[src/rtl/host_link.sv]
// Host link layer: packs two UART bytes into a 16-bit command and forwards core responses to the UART TX.
// Latency: cmd valid 1 cycle after the low byte, trmt 1 cycle after send_resp; RX stalls while cmd_rdy is held, and send_resp is dropped while TX is busy.
module host_link #(
   parameter int TIMEOUT = 10000,
   parameter int TW      = 14
) (
   input  logic        clk,
   input  logic        rst,
   input  logic        rx_rdy,
   input  logic [7:0]  rx_data,
   output logic        clr_rx_rdy,
   output logic [15:0] cmd,
   output logic        cmd_rdy,
   input  logic        clr_cmd_rdy,
   input  logic [7:0]  resp,
   input  logic        send_resp,
   output logic        resp_sent,
   output logic [7:0]  tx_data,
   output logic        trmt,
   input  logic        tx_done
);
   typedef enum logic {RX_HI, RX_LO} rx_state_t;
   typedef enum logic {TX_IDLE, TX_BUSY} tx_state_t;

   localparam logic [TW-1:0] LAST = TW'(TIMEOUT - 1);

   rx_state_t     rx_state, rx_next;
   tx_state_t     tx_state, tx_next;
   logic [TW-1:0] timer;
   logic [7:0]    hi_byte;
   logic          take_hi, take_lo;
   logic          trmt_next, sent_next;

   always_comb begin
      rx_next = rx_state;
      take_hi = 1'b0;
      take_lo = 1'b0;
      case (rx_state)
         RX_HI: if (rx_rdy && !cmd_rdy) begin
            take_hi = 1'b1;
            rx_next = RX_LO;
         end
         RX_LO: if (rx_rdy) begin
            take_lo = 1'b1;
            rx_next = RX_HI;
         end else if (timer == LAST) begin
            rx_next = RX_HI;
         end
         default: rx_next = RX_HI;
      endcase
   end

   assign clr_rx_rdy = !rst && (take_hi || take_lo);

   always_ff @(posedge clk) begin
      if (rst) begin
         rx_state <= RX_HI;
         timer    <= '0;
         hi_byte  <= '0;
         cmd      <= '0;
         cmd_rdy  <= 1'b0;
      end else begin
         rx_state <= rx_next;
         if (take_hi) begin
            hi_byte <= rx_data;
            timer   <= '0;
         end else if (rx_state == RX_LO && rx_next == RX_LO) begin
            timer <= timer + 1'b1;
         end
         // Set only happens with cmd_rdy low, so set and clear never collide.
         if (take_lo) begin
            cmd     <= {hi_byte, rx_data};
            cmd_rdy <= 1'b1;
         end else if (clr_cmd_rdy) begin
            cmd_rdy <= 1'b0;
         end
      end
   end

   always_comb begin
      tx_next   = tx_state;
      trmt_next = 1'b0;
      sent_next = 1'b0;
      case (tx_state)
         TX_IDLE: if (send_resp) begin
            tx_next   = TX_BUSY;
            trmt_next = 1'b1;
         end
         TX_BUSY: if (tx_done) begin
            tx_next   = TX_IDLE;
            sent_next = 1'b1;
         end
         default: tx_next = TX_IDLE;
      endcase
   end

   always_ff @(posedge clk) begin
      if (rst) begin
         tx_state  <= TX_IDLE;
         trmt      <= 1'b0;
         resp_sent <= 1'b0;
         tx_data   <= '0;
      end else begin
         tx_state  <= tx_next;
         trmt      <= trmt_next;
         resp_sent <= sent_next;
         if (trmt_next) tx_data <= resp;
      end
   end
endmodule

[config.mk]
export PLATFORM = sky130hd
export DESIGN_NAME = host_link
export DESIGN_NICKNAME = d
export VERILOG_FILES = /design/src/rtl/host_link.sv
export SDC_FILE = /design/constraint.sdc
export NUM_CORES = 1
export LEC_CHECK = 0
export ABC_CLOCK_PERIOD_IN_PS = 3500
export CORE_ASPECT_RATIO = 2
export CORE_MARGIN = 5
export CORE_UTILIZATION = 40
export DETAILED_ROUTE_END_ITERATION = 10
export HOLD_SLACK_MARGIN = 0.06
export PLACE_DENSITY = 0.67
export SYNTH_ARGS = -nofsm -noshare
export SYNTH_HDL_FRONTEND = slang
export SYNTH_SLANG_ARGS = --single-unit
[constraint.sdc]
create_clock -name clk -period 3.5 [get_ports clk]
set_input_delay 0.875 -clock clk [delete_from_list [all_inputs] [get_ports clk]]
set_output_delay 0.875 -clock clk [all_outputs]
set_load 0.02 [all_outputs]
==> run summary <==
For this design, the CTS-stage hold fixing added 0 buffers. In this run the tightest slew margin relative to its limit is 58.82%. The clock passes through at most 2 buffers.

For the data arrival time of the critical path, the log shows 2.44 ns. The post-synthesis cell count was 232. The first global-routing pass estimated 8045 µm of wire. The number of placed instances with taps included was 330; the quantity of gates resized following cts was 0. The synthesized netlist occupies a cell area of 1982 µm².

The count of cell types in the netlist is 35. 50 I/O pins were placed. Detailed routing inserted a total of 1722 vias. In this run the cell area measured after placement is 2529 µm². The analysis attributes to cell leakage a power of 0.9384 nW. For this configuration, the core starts out at a cell density of 40.74%. Ranked by total cell area, the synthesized netlist is headed by dfxtp_1 (52%), nand2_1 (10%), a21oi_1 (8.8%), mux2i_1 (4.5%), nor2_1 (3.6%). At the worst endpoint, the required time is 2.62 ns.

The final design instance area without fill was 2629 µm². The initial antenna violation count is 0, and the per-cell routed wire length is 13.70 µm. Based on the critical path, the design can be clocked at up to 301.6 MHz. The tools report the DRC violation total after the first TritonRoute iteration as 27. The number of max-slew violations in the final report is 0. After the last flow step, the layout net total stands at 303. For this run, the share of the core covered by cells in the final layout is 54.04%. In the routed design, unresolved DRC markers number 0. Traced cell by cell, the critical path runs through clkdlybuf4s50_1, nor3b_2, nor2_1, nor2_1, clkdlybuf4s50_1.

TritonCTS built the clock tree. The count of cells along the worst register-to-register path works out to 4. Clock tree synthesis inserted a total of 5 buffers. The via count of the first global-routing pass came out at 1806. The worst setup slack after layout is 0.1846 ns, and the final RePlAce weighted congestion is 0.7857. The flow ran to the end, and the final reports show no timing, DRC or antenna violations.

IR analysis of the VDD net gives a maximum drop of 0.0002828 V. Setup violations remaining at the end of the flow were counted as 0. In the finished design, the share of the clock period the worst path needs comes to 94.73%.

The tools report the number of max-cap violations as 0. Along the worst hold path, the cell count comes to 2. The tools report the number of failing hold endpoints at the final stage as 0.

For the sum of negative setup slack, the log shows 0 ns. The largest individual stage delay along the critical path comes from the cell clkdlybuf4s50_1. Setup repair after global routing left no endpoint under its margin. Leaving out filler cells and counting taps, the final layout contains 338. The routed via count divided by cell count is 5.095, and the total iterations of the first detailed-routing run is 4. The number of nets handed over by synthesis was 255.

The count of inserted antenna diode cells is 0, and the clock latency on the worst-skew pair is 0.30 ns. Synthesis inferred 51 register bits. The clock-pin slew reported for the worst setup and hold paths after clock tree synthesis works out to 0.09 ns. The Yosys step of the flow raised 0 warnings. The tools report the buffer cell driving the clock tree root as clkbuf_8.

At the pin with the least slew margin, the transition time is 0.6162 ns. The startpoint identified for the worst register-to-register timing path is timer[4]. The logs give 3475 µm for the placed wire-length estimate and 36 for the row count. Of the cells placed in the final design, the portion with a size suffix greater than 1 is 7.117%. After synthesis, flip-flops and latches occupy 51.52% of the total area. The critical path is of the input port to primary output type. Each instance of the synthesized netlist takes up on average 8.543 µm².

The overall track demand over capacity in global routing is 15.92%. The run gives 0 as the residual antenna-violating net count after detailed routing. After floorplanning, the core was sized to cover 4865 µm².

The path class of the tightest hold or removal check is flip-flop to flip-flop. The startpoint identified for the worst hold timing path is tx_data[3]. The run gives 41 as the maximum number of pins on one net before global-route repair. CTS saw 51 sinks.

The worst min-delay path endpoint was tx_data[3]. In this design, the stage delay of the slowest critical-path cell is 0.63 ns. The synthesized design devotes to its leading area cell type 51.52% of total area.

The floorplan step defined a die boundary enclosing 6548 µm². The cell taking the most area after synthesis was dfxtp_1. The worst-path maximum fanout is 6.

The clock arrives with 0.005191 ns of skew. Buffers placed on the I/O ports in this run total 49. The number of setup buffers added after CTS is 0. The worst setup path is captured at a primary output. The final critical delay including setup and external delays is 3.315 ns, and the wire length after detailed routing is 4631 µm. Measured along the y axis, the die boundary spans 109.5 µm. Measured along the x axis, the die boundary spans 59.78 µm.

At the placement stage, the worst setup path has a slack of 0.1920 ns. The power density relative to cell area is 423.4 nW/µm², and the relative area change from synthesis to final layout is 32.64%. The worst setup path is launched from an input port.

The setup slack on the worst flop-to-flop path is 1.71 ns. The endpoint of the most critical register-to-register path was timer[10]. The total grt overflow was 0. In this run the worst setup path begins at rx_rdy.

The clock tree synthesis step divided the H-tree into 2 levels.
[state kept, by name (all words and copies together) (netlist names)]
signal     flops
cmd           16
timer         14
hi_byte        8
tx_data        8
cmd_rdy        1
resp_sent      1
rx_state       1
trmt           1
tx_state       1
[synthesized netlist by cell type]
| library cell | n |
|---|---|
| nand3b_1 | 1 |
| nor3b_1 | 2 |
| or4b_1 | 1 |
| and4_2 | 1 |
| nor3_1 | 3 |
| or2_2 | 1 |
| o21ba_2 | 1 |
| buf_1 | 1 |
| ha_1 | 1 |
| or3_1 | 4 |
| mux2i_1 | 9 |
| or4_2 | 1 |
| o21ai_0 | 5 |
| o31ai_1 | 1 |
| nand4_1 | 1 |
| and2_1 | 2 |
| nor3_2 | 1 |
| or3_2 | 2 |
| nand3_1 | 8 |
| and4b_1 | 1 |
| nor4_4 | 1 |
| and3_1 | 1 |
| nor2_1 | 19 |
| dfxtp_1 | 51 |
| nand2b_1 | 4 |
| clkbuf_1 | 9 |
| or4_1 | 1 |
| or4b_4 | 1 |
| o211ai_1 | 1 |
| buf_2 | 1 |
| nor2b_1 | 2 |
| nand2_1 | 55 |
| xnor2_1 | 2 |
| xor2_1 | 2 |
| a21oi_1 | 35 |
[power by group]
part | internal, mW | total [mW] | switching (mW) | leakage (nW)
clock network | 0.181 | 0.369 | 0.188 | 0.0515
logic | 0.0654 | 0.132 | 0.0669 | 0.472
registers | 0.600 | 0.612 | 0.0115 | 0.415
[placed cells by master (no fill, tap or decap), drive strengths merged, types with 2 or more instances in the layout]
master         count
nand2             55
dfxtp             51
clkdlybuf4s50     49
a21oi             35
nor2              19
mux2i              9
nand3              8
clkbuf             8
or3                6
o21ai              5
nand2b             4
nor3               4
buf                3
and2               2
nor2b              2
xor2               2
xnor2              2
nor3b              2
or4b               2
or4                2
[layer usage]
| metal | share of wire (%) | wire (µm) | track usage [%] | vias up |
|---|---|---|---|---|
| met2 | 54 | 2499 | 29.10 | 39 |
| li1 | - | - | - | 880 |
| met1 | 37 | 1718 | 15.73 | 796 |
| met4 | 1.7 | 80 | 6.022 | 0 |
| met3 | 7.2 | 332 | 5.640 | 7 |
| met5 | 0 | 0 | 0 | - |
[how the worst max path moves through the flow]
| stage | cells past startpoint | slack [ns] | endpoint |
|---|---|---|---|
| after CTS | 5 | 0.17 | clr_rx_rdy |
| after global placement | 5 | 0.19 | clr_rx_rdy |
| final | 5 | 0.18 | clr_rx_rdy |
| after floorplan | 5 | 0.80 | clr_rx_rdy |
| after global routing | 5 | 0.06 | clr_rx_rdy |
| after detailed placement | 5 | 0.19 | clr_rx_rdy |
[final cells by class]
type	instances	area, µm²
Multi-Input combinational cell	170	923.4
Clock buffer	8	100.1
Tap cell	57	71.32
Fill cell	475	2236
Sequential cell	51	1021
Timing Repair Buffer	52	513.0
[through the flow]
step,hold slack (ns),power (mW)
4_1_cts,0.4619,1.132
2_1_floorplan,0.4312,0.6929
5_1_grt,0.4853,1.165
3_5_place_dp,0.4484,0.7598
6_report,0.4579,1.113
3_3_place_gp,0.4413,0.7585
[logic make-up after synthesis]
logic type,Yosys count,synth area share (%)
muxes,9,4.546
buffers and inverters,11,2.146
and+or+nand+nor,113,28.03
DFF,51,51.52
AOI/OAI and AO/OA,43,11.36
adders and majority gates,1,0.6312
xor gates and xnor gates,4,1.768
[worst max-delay path: cells and delay by family]
| kind | cells | cell delay [ns] |
|---|---|---|
| buffers and inverters | 2 | 1.18 |
| AND/OR/NAND/NOR | 3 | 0.39 |
(Power assumes the default switching activity.)
